[src/rtl/mem_dump_unit.sv]
// Dumps data memory word by word, MSB byte first, through a start/done TX handshake.
// Optional MEM_DUMP_CHECKSUM_EN appends an XOR checksum byte after the last data byte.
module mem_dump_unit #(
  parameter int unsigned DATA_WIDTH = 32,
  parameter int unsigned MEM_DEPTH  = 32,
  parameter int unsigned BYTE_WIDTH = 8
) (
  input  logic                  i_clock,
  input  logic                  i_reset,
  input  logic                  i_start,
  output logic [DATA_WIDTH-1:0] o_mem_address,
  input  logic [DATA_WIDTH-1:0] i_mem_data,
  output logic [BYTE_WIDTH-1:0] o_tx_data,
  output logic                  o_tx_start,
  input  logic                  i_tx_done,
  output logic                  o_busy,
  output logic                  o_done
);

  localparam int unsigned BYTES = DATA_WIDTH / BYTE_WIDTH;
  localparam int unsigned CNT_W = (BYTES > 1) ? $clog2(BYTES) : 1;
  localparam logic [CNT_W-1:0]      LAST_BYTE = CNT_W'(BYTES - 1);
  localparam logic [DATA_WIDTH-1:0] LAST_ADDR = DATA_WIDTH'(MEM_DEPTH - 1);

`ifdef MEM_DUMP_CHECKSUM_EN
  typedef enum logic [2:0] {IDLE, READ, SEND, WAIT, CKSUM, CKSUM_WAIT, DONE} state_t;
`else
  typedef enum logic [2:0] {IDLE, READ, SEND, WAIT, DONE} state_t;
`endif

  state_t                  state_q, state_d;
  logic [DATA_WIDTH-1:0]   addr_q, addr_d;
  logic [DATA_WIDTH-1:0]   word_q, word_d;
  logic [CNT_W-1:0]        cnt_q, cnt_d;
  logic [BYTE_WIDTH-1:0]   top_byte;
`ifdef MEM_DUMP_CHECKSUM_EN
  logic [BYTE_WIDTH-1:0]   cksum_q, cksum_d;
`endif

  assign top_byte      = word_q[DATA_WIDTH-1 -: BYTE_WIDTH];
  assign o_tx_data     = top_byte;
  assign o_mem_address = addr_q;

  // State register
  always_ff @(posedge i_clock or posedge i_reset) begin
    if (i_reset) state_q <= IDLE;
    else         state_q <= state_d;
  end

  // Next-state and datapath next values
  always_comb begin
    state_d = state_q;
    addr_d  = addr_q;
    word_d  = word_q;
    cnt_d   = cnt_q;
`ifdef MEM_DUMP_CHECKSUM_EN
    cksum_d = cksum_q;
`endif
    case (state_q)
      IDLE: begin
        if (i_start) begin
          addr_d  = '0;
`ifdef MEM_DUMP_CHECKSUM_EN
          cksum_d = '0;
`endif
          state_d = READ;
        end
      end
      READ: begin
        word_d  = i_mem_data;
        cnt_d   = '0;
        state_d = SEND;
      end
      SEND: begin
`ifdef MEM_DUMP_CHECKSUM_EN
        cksum_d = cksum_q ^ top_byte;
`endif
        state_d = WAIT;
      end
      WAIT: begin
        if (i_tx_done) begin
          if (cnt_q != LAST_BYTE) begin
            word_d  = word_q << BYTE_WIDTH;
            cnt_d   = cnt_q + CNT_W'(1);
            state_d = SEND;
          end else if (addr_q < LAST_ADDR) begin
            addr_d  = addr_q + DATA_WIDTH'(1);
            state_d = READ;
          end else begin
`ifdef MEM_DUMP_CHECKSUM_EN
            // Checksum rides out through the word register's top byte
            word_d  = DATA_WIDTH'(cksum_q) << (DATA_WIDTH - BYTE_WIDTH);
            state_d = CKSUM;
`else
            state_d = DONE;
`endif
          end
        end
      end
`ifdef MEM_DUMP_CHECKSUM_EN
      CKSUM:      state_d = CKSUM_WAIT;
      CKSUM_WAIT: if (i_tx_done) state_d = DONE;
`endif
      DONE:    state_d = IDLE;
      default: state_d = IDLE;
    endcase
  end

  // Datapath registers
  always_ff @(posedge i_clock or posedge i_reset) begin
    if (i_reset) begin
      addr_q  <= '0;
      word_q  <= '0;
      cnt_q   <= '0;
`ifdef MEM_DUMP_CHECKSUM_EN
      cksum_q <= '0;
`endif
    end else begin
      addr_q  <= addr_d;
      word_q  <= word_d;
      cnt_q   <= cnt_d;
`ifdef MEM_DUMP_CHECKSUM_EN
      cksum_q <= cksum_d;
`endif
    end
  end

  // Registered status outputs, aligned with the state they describe
  always_ff @(posedge i_clock or posedge i_reset) begin
    if (i_reset) begin
      o_tx_start <= 1'b0;
      o_busy     <= 1'b0;
      o_done     <= 1'b0;
    end else begin
`ifdef MEM_DUMP_CHECKSUM_EN
      o_tx_start <= (state_d == SEND) || (state_d == CKSUM);
`else
      o_tx_start <= (state_d == SEND);
`endif
      o_busy     <= (state_d != IDLE);
      o_done     <= (state_d == DONE);
    end
  end

endmodule

[config.mk]
export PLATFORM = sky130hd
export DESIGN_NAME = mem_dump_unit
export DESIGN_NICKNAME = d
export VERILOG_FILES = /design/src/rtl/mem_dump_unit.sv
export SDC_FILE = /design/constraint.sdc
export NUM_CORES = 1
export LEC_CHECK = 0
export BUFFER_PORTS_ARGS = -buffer_cell sky130_fd_sc_hd__clkbuf_2
export CAP_MARGIN = 30
export CORE_UTILIZATION = 52
export DETAILED_ROUTE_END_ITERATION = 8
export GPL_TIMING_DRIVEN = 0
export PLACE_DENSITY = 0.79
export REMOVE_ABC_BUFFERS = 1
export SLEW_MARGIN = 20
export SYNTH_ARGS = -nofsm -noshare
export SYNTH_HDL_FRONTEND = slang
export SYNTH_SLANG_ARGS = --single-unit
[constraint.sdc]
create_clock -name i_clock -period 2.1 [get_ports i_clock]
set_clock_uncertainty 0.05 [all_clocks]
set_input_delay 0 -clock i_clock [delete_from_list [all_inputs] [get_ports i_clock]]
set_output_delay 0 -clock i_clock [all_outputs]
set_load 0.1 [all_outputs]
==> metrics.md <==
| Metric | Value |
|---|---|
| Power consumption | `between 5 and 6 mW` |
| Cell Rows | `27` |
| Clock Tree Buf Depth | `2` |
| Placeable Area | `~0.0056 mm^2` |
| Crit Path Max Fanout | `34` |
| CP Class | `register to register` |
| Clock Latency Late Sink | `about 340 ps` |
| Starting density of the core | `0.549` |
| RSZ-0062 raised after global routing | `false` |
| Initial antenna violation count | `0` |
| Via-to-Cell Ratio | `5.34` |
| Chip Width | `about 79 um` |
| Die height | `between 70 and 80 um` |
| CP Capture Type | `register` |
| HPWL after DPL | `3.94 mm` |
| Synth area leader | `dfrtp_1` |
| R2r worst-path depth | `4` |
| Final-report setup violation count | `0` |
| Worst setup SP type | `register` |
| Wire per inst | `around 16 um` |
| Final hold vios | `0` |
| CTS tree | `yes` |
| Ant diodes | `0` |
| Max-slew violation count | `0` |
| Commonest non-fill, non-tap cell in the layout | `clkbuf_2` |
| Fmax | `497 MHz` |
| Tmin final | `2010 ps` |
| CTS buffer count | `9` |
| Met1 wire length | `approximately 3.1 mm` |
| Power Dens Cells | `1380 mW/mm^2` |
| Post-synth top area share | `0.589` |
| HP Class | `input pin to register` |
| Syn Area/Cell | `about 12 um^2` |
| Layout cells sized above 1 | `0.313` |
| Max-capacitance violation count | `0` |
| Crit. Startpoint | `state_q[1]` |
| Largest net degree at the start of global routing | `47` |
| Clock Sinks | `a little over 70` |
| Non-filler cells, final | `~460` |
| Routed WL | `~7.4 mm` |
| FF-to-FF End | `o_mem_address[2]` |
| Setup TNS | `0 ps` |
| Synth Register Bits | `a little over 70` |
| Inst Count DP | `a little under 400` |
| Library cells used by synthesis | `37` |
| GRT Residual Overflow | `0` |
| Iter 0 DRT Violations | `155` |
| Met2 Wirelength | `3.74 mm` |
| Outcome | `finished, final reports clean` |
| Via count | `roughly 2400` |
| Cells after Synth | `265` |
| Data required time of the critical path | `roughly 2300 ps` |
| Maximum vdd ir drop | `slightly below 1 mV` |
| Reg-to-reg slack, setup | `around 90 ps` |
| Boundary Pins | `79` |
| Buffers on Ports | `a little under 80` |
| Utilization after layout | `0.752` |
| CP arrival | `~2200 ps` |
| Leak | `2.14 nW` |
| Drt pass-1 iters | `4` |
| Die area | `0.00619 mm^2` |
| Routability cong. | `around 0.73` |
| H-tree levels | `3` |
| Antenna-violating nets left | `0` |
| Ys Warns | `0` |
| CTS root buf | `clkbuf_8` |
| Final Cycle Share | `0.958` |
| Startpoint of the worst-slack reg-to-reg timing path | `state_q[1]` |
| Metal3 WL | `336 um` |
| GRT Resource Usage Total | `0.243` |
| Residual DRC count | `0` |
| Worst slew margin | `0.584` |
| Layout area overhead | `37.0%` |
| CP endpoint | `o_mem_address[2]` |
| Dominant cells by area after synthesis | `dfrtp_1 (59%), mux2i_1 (9.2%), and2_1 (5.5%)` |
| Seq/Total Area, Yosys | `0.589` |
| Number of global-route vias before repair | `2357` |
| Mapped Area | `approximately 0.0031 mm^2` |
| Most frequent cells in the layout | `clkbuf_2 (78), dfrtp_1 (72), dlygate4sd3_1 (34)` |
| NumNets Final | `approximately 420` |
| First-pass GRT wire length | `11.4 mm` |
| Max layer used | `met4` |
| Slew @ Worst Pin | `between 600 and 700 ps` |
| Clk slew on worst S/H paths | `around 70 ps` |
==> how the worst min path moves through the flow <==
stage             startpoint          to  cells past startpoint
2_1_floorplan        i_start      o_busy                      2
3_3_place_gp   i_mem_data[1]   word_q[1]                      2
3_5_place_dp         i_reset  word_q[28]                      2
4_1_cts            i_tx_done  state_q[1]                      2
5_1_grt            i_tx_done  state_q[1]                      2
6_report           i_tx_done  state_q[1]                      2
==> metrics by stage <==
step	area, um^2	hold slack (ps)	worst slack [ps]
2_1_floorplan	2910	78.7	-1560
3_3_place_gp	3390	175	-2740
3_5_place_dp	3480	-47.9	-385
4_1_cts	4120	14.3	24.9
5_1_grt	4190	40.9	9.92
6_report	4190	33.1	88.3
==> routing by layer <==
metal | GRT usage | vias to the layer above
li1 | - | 1144
met1 | 0.330 | 1204
met2 | 0.386 | 70
met3 | 0.0414 | 18
met4 | 0.106 | 0
met5 | 0 | -
==> synthesized netlist by cell type (all sizes together) <==
cell and n:
dfrtp 72, nand2 33, mux2i 28, and2 27, o21ai 26, buf 17, a22o 10, clkbuf 8
nor4 6, inv 3, nand4 3, nor2 3, nor2b 3, nor3 3, ha 2, nand3 2
nor3b 2, o21a 2, a21oi 1, a221o 1, a32o 1, a41oi 1, and3 1, and3b 1
and4 1, nand3b 1, nor4bb 1, o21bai 1, o22ai 1, o32ai 1, or2 1, or4b 1
xnor2 1
==> cell type report <==
type / count / area [um^2]
clock buffer: 12 / 165
clock inverter: 4 / 75.1
fill: 378 / 1380
inverter: 3 / 13.8
multi-input combinational: 166 / 1160
sequential: 72 / 1800
tap: 72 / 90.1
timing repair buffer: 127 / 887
==> kinds of logic after synthesis <==
group                    after synthesis  synth area share
AO/OA/AOI/OAI                         45            0.0945
XOR/XNOR                               1           0.00286
adder cells (fa/ha/maj)                2           0.00818
buffers and inverters                 28            0.0528
flip-flops                            72             0.589
multiplexers                          28            0.0916
AND/OR/NAND/NOR                       89             0.161
==> report_power, final <==
part / internal, mW / switching (mW) / total [mW]
combinational: 0.891 / 1.69 / 2.58
sequential: 1.68 / 0.222 / 1.90
clock: 0.767 / 0.511 / 1.28
==> sequential cells by signal, indices dropped and copies added, names as in the netlist <==
name	flops
state_q	3
o_mem_address	32
word_q	32
o_tx_start	1
o_busy	1
cnt_q	2
o_done	1
==> timing repair <==
action	4_1_cts	5_1_grt
pin swaps	1	1
gates resized for setup	6	0
setup buffers	3	9
hold buffers	34	0
endpoints found under the hold margin	105	0
setup endpoints to repair	40	37
cloned	1	0
==> worst max-delay path, stage by stage (launching register included) <==
cell and delay, ps:
dfrtp_1 490, or4b_4 750, o21a_1 170, o21a_1 170, a221o_1 260
(Power assumes the default switching activity.)
